File: config.mk
export PLATFORM = sky130hd
export DESIGN_NAME = song_play_ctrl
export DESIGN_NICKNAME = d
export VERILOG_FILES = /design/src/rtl/song_play_ctrl.sv
export SDC_FILE = /design/constraint.sdc
export NUM_CORES = 1
export LEC_CHECK = 0
export BUFFER_PORTS_ARGS = -buffer_cell sky130_fd_sc_hd__buf_2
export CAP_MARGIN = 10
export CORE_ASPECT_RATIO = 0.9
export CORE_MARGIN = 3
export CORE_UTILIZATION = 36
export DETAILED_ROUTE_END_ITERATION = 10
export GPL_TIMING_DRIVEN = 0
export PLACE_DENSITY = 0.51
export SLEW_MARGIN = 5
export SYNTH_ARGS = -nofsm -noshare
export SYNTH_HDL_FRONTEND = slang
export SYNTH_SLANG_ARGS = --single-unit
File: constraint.sdc
create_clock -name clk -period 5.1 [get_ports clk]
set_clock_uncertainty 0.2 [all_clocks]
set_input_delay 0.255 -clock clk [delete_from_list [all_inputs] [get_ports clk]]
set_output_delay 0.255 -clock clk [all_outputs]
set_load 0.01 [all_outputs]
File: src/rtl/song_play_ctrl.sv
// Purpose : steps the note ROM through the selected song, times each note and mutes between notes.
// Latency : a button pulse takes effect on the next clock edge; each note takes 2 + note_len*BEAT_TICKS cycles.
// Backpr. : none; stop > song change > play/pause > normal sequencing when they coincide.
module song_play_ctrl #(
  parameter int BEAT_TICKS = 25_000_000,
  parameter int GAP_TICKS  = 1_000_000,
  parameter int NOTE_AW    = 8
) (
  input  logic               clk,
  input  logic               rst_n,
  input  logic [2:0]         song_sel,
  input  logic               play_btn,
  input  logic               stop_btn,
  input  logic [3:0]         note_len,
  output logic [2:0]         rom_song,
  output logic [NOTE_AW-1:0] note_addr,
  output logic               playing,
  output logic               mute,
  output logic               song_done
);

  localparam int TW = (BEAT_TICKS > 1) ? $clog2(BEAT_TICKS) : 1;
  localparam logic [TW-1:0] T_LAST = TW'(BEAT_TICKS - 1);
  localparam logic [TW-1:0] T_GAP  = TW'(BEAT_TICKS - GAP_TICKS - 1);

  typedef enum logic [2:0] {IDLE, FETCH, PLAY, GAP, PAUSE} state_t;

  state_t          state;
  state_t          ret_state;
  logic            fetch_cnt;
  logic [TW-1:0]   tick_cnt;
  logic [3:0]      beats_left;

  logic song_ok;
  logic song_chg;
  logic tick_end;
  logic gap_hit;
  logic last_addr;

  // Decode of the conditions shared by several transitions.
  assign song_ok   = (song_sel <= 3'd5);
  assign song_chg  = (state != IDLE) && song_ok && (song_sel != rom_song);
  assign tick_end  = (tick_cnt == T_LAST);
  assign gap_hit   = (beats_left == 4'd1) && (tick_cnt == T_GAP);
  assign last_addr = (note_addr == {NOTE_AW{1'b1}});

  // Sequencer: state, counters and registered outputs move together.
  // The tick counter keeps running through GAP, so the gap ends at the same
  // wrap point that would have ended the last beat.
  always_ff @(posedge clk or negedge rst_n) begin
    if (!rst_n) begin
      state      <= IDLE;
      ret_state  <= PLAY;
      fetch_cnt  <= 1'b0;
      tick_cnt   <= '0;
      beats_left <= '0;
      rom_song   <= '0;
      note_addr  <= '0;
      playing    <= 1'b0;
      mute       <= 1'b1;
      song_done  <= 1'b0;
    end else begin
      song_done <= 1'b0;
      if (state != IDLE && stop_btn) begin
        state     <= IDLE;
        note_addr <= '0;
        playing   <= 1'b0;
        mute      <= 1'b1;
      end else if (song_chg) begin
        rom_song  <= song_sel;
        note_addr <= '0;
        fetch_cnt <= 1'b0;
        state     <= FETCH;
        playing   <= 1'b1;
        mute      <= 1'b1;
      end else begin
        case (state)
          IDLE: begin
            if (play_btn) begin
              if (song_ok) rom_song <= song_sel;
              note_addr <= '0;
              fetch_cnt <= 1'b0;
              state     <= FETCH;
              playing   <= 1'b1;
              mute      <= 1'b1;
            end
          end
          FETCH: begin
            // First cycle presents the address; the ROM answers in the second.
            if (!fetch_cnt) begin
              fetch_cnt <= 1'b1;
            end else if (note_len == 4'd0) begin
              song_done <= 1'b1;
              note_addr <= '0;
              state     <= IDLE;
              playing   <= 1'b0;
            end else begin
              beats_left <= note_len;
              tick_cnt   <= '0;
              state      <= PLAY;
              mute       <= 1'b0;
            end
          end
          PLAY: begin
            // The cycle in which pause is pressed still counts as played time.
            if (tick_end && !gap_hit) begin
              tick_cnt   <= '0;
              beats_left <= beats_left - 4'd1;
            end else begin
              tick_cnt <= tick_cnt + 1'b1;
            end
            if (play_btn) begin
              state     <= PAUSE;
              ret_state <= gap_hit ? GAP : PLAY;
              mute      <= 1'b1;
            end else if (gap_hit) begin
              state <= GAP;
              mute  <= 1'b1;
            end
          end
          GAP: begin
            if (tick_end) begin
              if (last_addr) begin
                // No wrap: the address stays at the last note.
                song_done <= 1'b1;
                state     <= IDLE;
                playing   <= 1'b0;
              end else begin
                note_addr <= note_addr + 1'b1;
                fetch_cnt <= 1'b0;
                if (play_btn) begin
                  state     <= PAUSE;
                  ret_state <= FETCH;
                end else begin
                  state <= FETCH;
                end
              end
            end else begin
              tick_cnt <= tick_cnt + 1'b1;
              if (play_btn) begin
                state     <= PAUSE;
                ret_state <= GAP;
              end
            end
          end
          PAUSE: begin
            if (play_btn) begin
              state <= ret_state;
              mute  <= (ret_state != PLAY);
            end
          end
          default: begin
            state   <= IDLE;
            playing <= 1'b0;
            mute    <= 1'b1;
          end
        endcase
      end
    end
  end

endmodule
==> flow_summary_export.csv <==
group,metric,value,unit
run_status,status,"finished, final reports clean",
placement,dp_slack,2000,ps
routing,drtPass1Iterations,4,
routing,drt_iter0_drc,124,
finish,layout.nets,400,
clock_network,cts_tree,"done",
global_route,grt_pass1_wl,14000,um
finish,stdcell_area,3540,sq um
logic_synthesis,synth_top_family_by_area,"simple AND/OR/NAND/NOR gates",
setup_path,path_class,"flip-flop to flip-flop",
setup_path,path_cells,"ha_1 > and4_1 > clkbuf_1 > nand4_1 > o31a_1 > nor3_2 > buf_2 > nor2_1",
setup_path,startpoint_type,"flip-flop",
setup_path,crit_path_top_delay_cell,"nor3_2",
global_route,track_usage,0.171,
setup_path,max_stage_delay,540,ps
routing,num_vias,2878,
sta,min_period,3090,ps
hold_path,hold_path.class,"primary input to flip-flop",
setup_path,cp_max_fo,10,
sta,slew_headroom,0.519,
logic_synthesis,synth.area.mux_share,0.0259,
setup_path,r2r_cells,8,
sta,finalSetupTns,0,ps
setup_path,r2r-start,"tick_cnt[0]",
logic_synthesis,synth_seq_area_share,0.392,
floorplan,die_w,104,um
placement,gp_congestion,0.878,
clock_network,clock_latency,310,ps
routing,drc,0,
sta,fmax,0.323,GHz
routing,wl,8160,um
logic_synthesis,synth_simple_gate_area_frac,0.305,
logic_synthesis,yosysTopAreaCell,"dfrtp_1",
setup_path,critPathArrivalTime,3080,ps
clock_network,h-tree-depth,2,
floorplan,fp.dieH,94.6,um
placement,io_buffer_count,22,
clock_network,cts_inserted_buffers,5,
logic_synthesis,yosysTopAreaCellShare,0.375,
logic_synthesis,syn_inst,354,
logic_synthesis,synth.distinct_cells,64,
finish,stdcell_count,501,
setup_path,path_depth,8,
clock_network,cts_resized,0,
power,power.static_leakage,1.42,nW
sta,worstMarginPinSlew,719,ps
finish,diodes,0,
logic_synthesis,syn_area_per_cell,8.86,sq um
setup_path,crit_family,"simple AND/OR/NAND/NOR gates",
logic_synthesis,synth-compound-area-share,0.217,
setup_path,critPathCaptureType,"flip-flop",
setup_path,crit_buf_inv,2,
setup_path,r2r_end,"tick_cnt[12]",
clock_network,root_buffer,"clkbuf_8",
logic_synthesis,async_reset_ff_frac,1.00,
floorplan,die-area,9870,sq um
sta,finalHoldViolations,0,
logic_synthesis,yosys.area_share.xor_xnor,0.0168,
sta,drv_slew,0,
logic_synthesis,yosys-top-cells-count,"dfrtp_1 (47), nand2_1 (34), o21ai_0 (30)",
clock_network,clkTransAtPathRegs,90,ps
floorplan,ios,25,
clock_network,cts_max_path_buffers,2,
placement,dp.cells,491,
routing,ant_nets,0,
logic_synthesis,ys.flop_type,"dfrtp_1",
clock_network,cts_setup_buffers,0,
power,power_density,418,nW/um^2
finish,num-fill-cells,856,
finish,syn_to_final_growth,12.9,%
routing,wl_per_cell,16.3,um
setup_path,cp_data_required_time,5090,ps
finish,layout-drive-gt1-share,0.166,
sta,setup_viol,0,
logic_synthesis,synth.most_common_cell,"dfrtp_1",
routing,vias_per_cell,5.74,
sta,rsz0062_at_grt,"false",
logic_synthesis,yosysWarnings,0,
floorplan,num_rows,31,
logic_synthesis,netlist_area,3140,sq um
logic_synthesis,synth_adder_area_share,0.0160,
global_route,grt.overflow.total,0,
job,cap_viol_max_count,0,
placement,dp_hpwl,5960,um
floorplan,core,8260,sq um
logic_synthesis,synth_area_leaders,"dfrtp_1 (37%), o21ai_0 (4.8%), nand2_1 (4.1%), a21oi_1 (4.0%), or3_1 (3.6%)",
logic_synthesis,ys_ff_latch,49,
global_route,grt_pass1_vias,2821,
global_route,grt_start_max_net_pins,50,
placement,dpl-instance-area,3390,sq um
sta,post-route-period-util,0.606,
sta,layout_setup_ws,2010,ps
clock_network,numClockSinks,49,
logic_synthesis,synth-edff-count,0,
floorplan,initial_utilization,0.380,
logic_synthesis,synth_nets,369,
setup_path,r2r_slack,2010,ps
setup_path,critPathLaunch,"tick_cnt[0]",
setup_path,endpoint,"tick_cnt[12]",
power,peakVddDrop,0.160,mV
global_route,antenna_found_initial,0,
-- sequential cells by signal (all words and copies together), names as in the netlist --
register    cells
note_addr       8
rom_song        3
tick_cnt       25
ret_state       2
fetch_cnt       1
song_done       1
playing         1
state           3
mute            1
beats_left      4
-- power by group --
part / switching (mW) / internal, mW / total (mW)
Sequential: 0.0645 / 0.451 / 0.515
Clock: 0.137 / 0.160 / 0.297
Combinational: 0.435 / 0.233 / 0.667
Total: 0.636 / 0.843 / 1.48
-- placed cells by master (no fill, tap or decap), types with 3 or more instances in the layout --
cell type  instances
a21oi_1           25
a31oi_1           10
and3_1             7
and4_1             5
buf_2             26
clkbuf_1          10
clkbuf_8           6
dfrtp_1           47
ha_1               4
inv_1              8
mux2_2             5
nand2_1           34
nand2b_1           4
nand3_1           18
nand4_1            8
nor2_1            19
nor2b_1            3
nor3_1             9
nor4_1             7
o211ai_1           6
o21ai_0           30
o31a_1             3
o31ai_1            6
o41ai_1            3
or2_2              4
or3_1             18
or4_1              5
xor2_1             5
-- worst reg2reg max path, stage by stage (launching register included) --
cell and delay (ps):
dfrtp_1 410, ha_1 230, and4_1 200, clkbuf_1 220
nand4_1 330, o31a_1 430, nor3_2 540, buf_2 340
nor2_1 70
-- worst min-delay path by stage --
stage	end	slack (ps)	depth (start not counted)	start
6_report	rom_song[0]	10	2	song_sel[0]
5_1_grt	rom_song[0]	9	2	song_sel[0]
4_1_cts	rom_song[0]	4	2	song_sel[0]
3_5_place_dp	ret_state[1]	260	2	ret_state[1]
3_3_place_gp	ret_state[1]	260	2	ret_state[1]
2_1_floorplan	beats_left[0]	-240	0	rst_n
-- routing by layer --
layer  part of all wire  vias up  track usage
li1                   -     1419            -
met1               0.48     1391        0.231
met2               0.48       59        0.291
met3              0.030        9       0.0267
met4             0.0093        0       0.0388
met5                  0        -            0
-- timing repair --
item                                    in CTS  in global routing
hold buffers                                 0                  1
endpoints found under the hold margin        0                 15
endpoints found under the setup margin       0                  0
-- cell type report --
class | count | area, sq um | share of cell area
tap | 115 | 144 | 0.0406
buffer | 14 | 57.6 | 0.0163
multi-input combinational | 283 | 1820 | 0.514
clock inverter | 2 | 37.5 | 0.0106
inverter | 8 | 30.0 | 0.00848
timing repair buffer | 24 | 140 | 0.0396
clock buffer | 6 | 82.6 | 0.0233
sequential | 49 | 1230 | 0.347
-- stage by stage --
stage	hold WS, ps	power, mW	util
after floorplan	-241	0.991	-
after global placement	260	1.18	0.410
after detailed placement	263	1.18	0.410
after CTS	4.19	1.49	0.425
after global routing	9.34	1.60	0.429
final	13.7	1.48	0.429
-- cell families after synthesis --
logic type	after synthesis
compound gates	105
xor+xnor	6
fa+ha+maj	4
buf+inv	22
flops	49
mux	7
simple gates	161
Note: power is estimated with default switching activity, not from simulation.
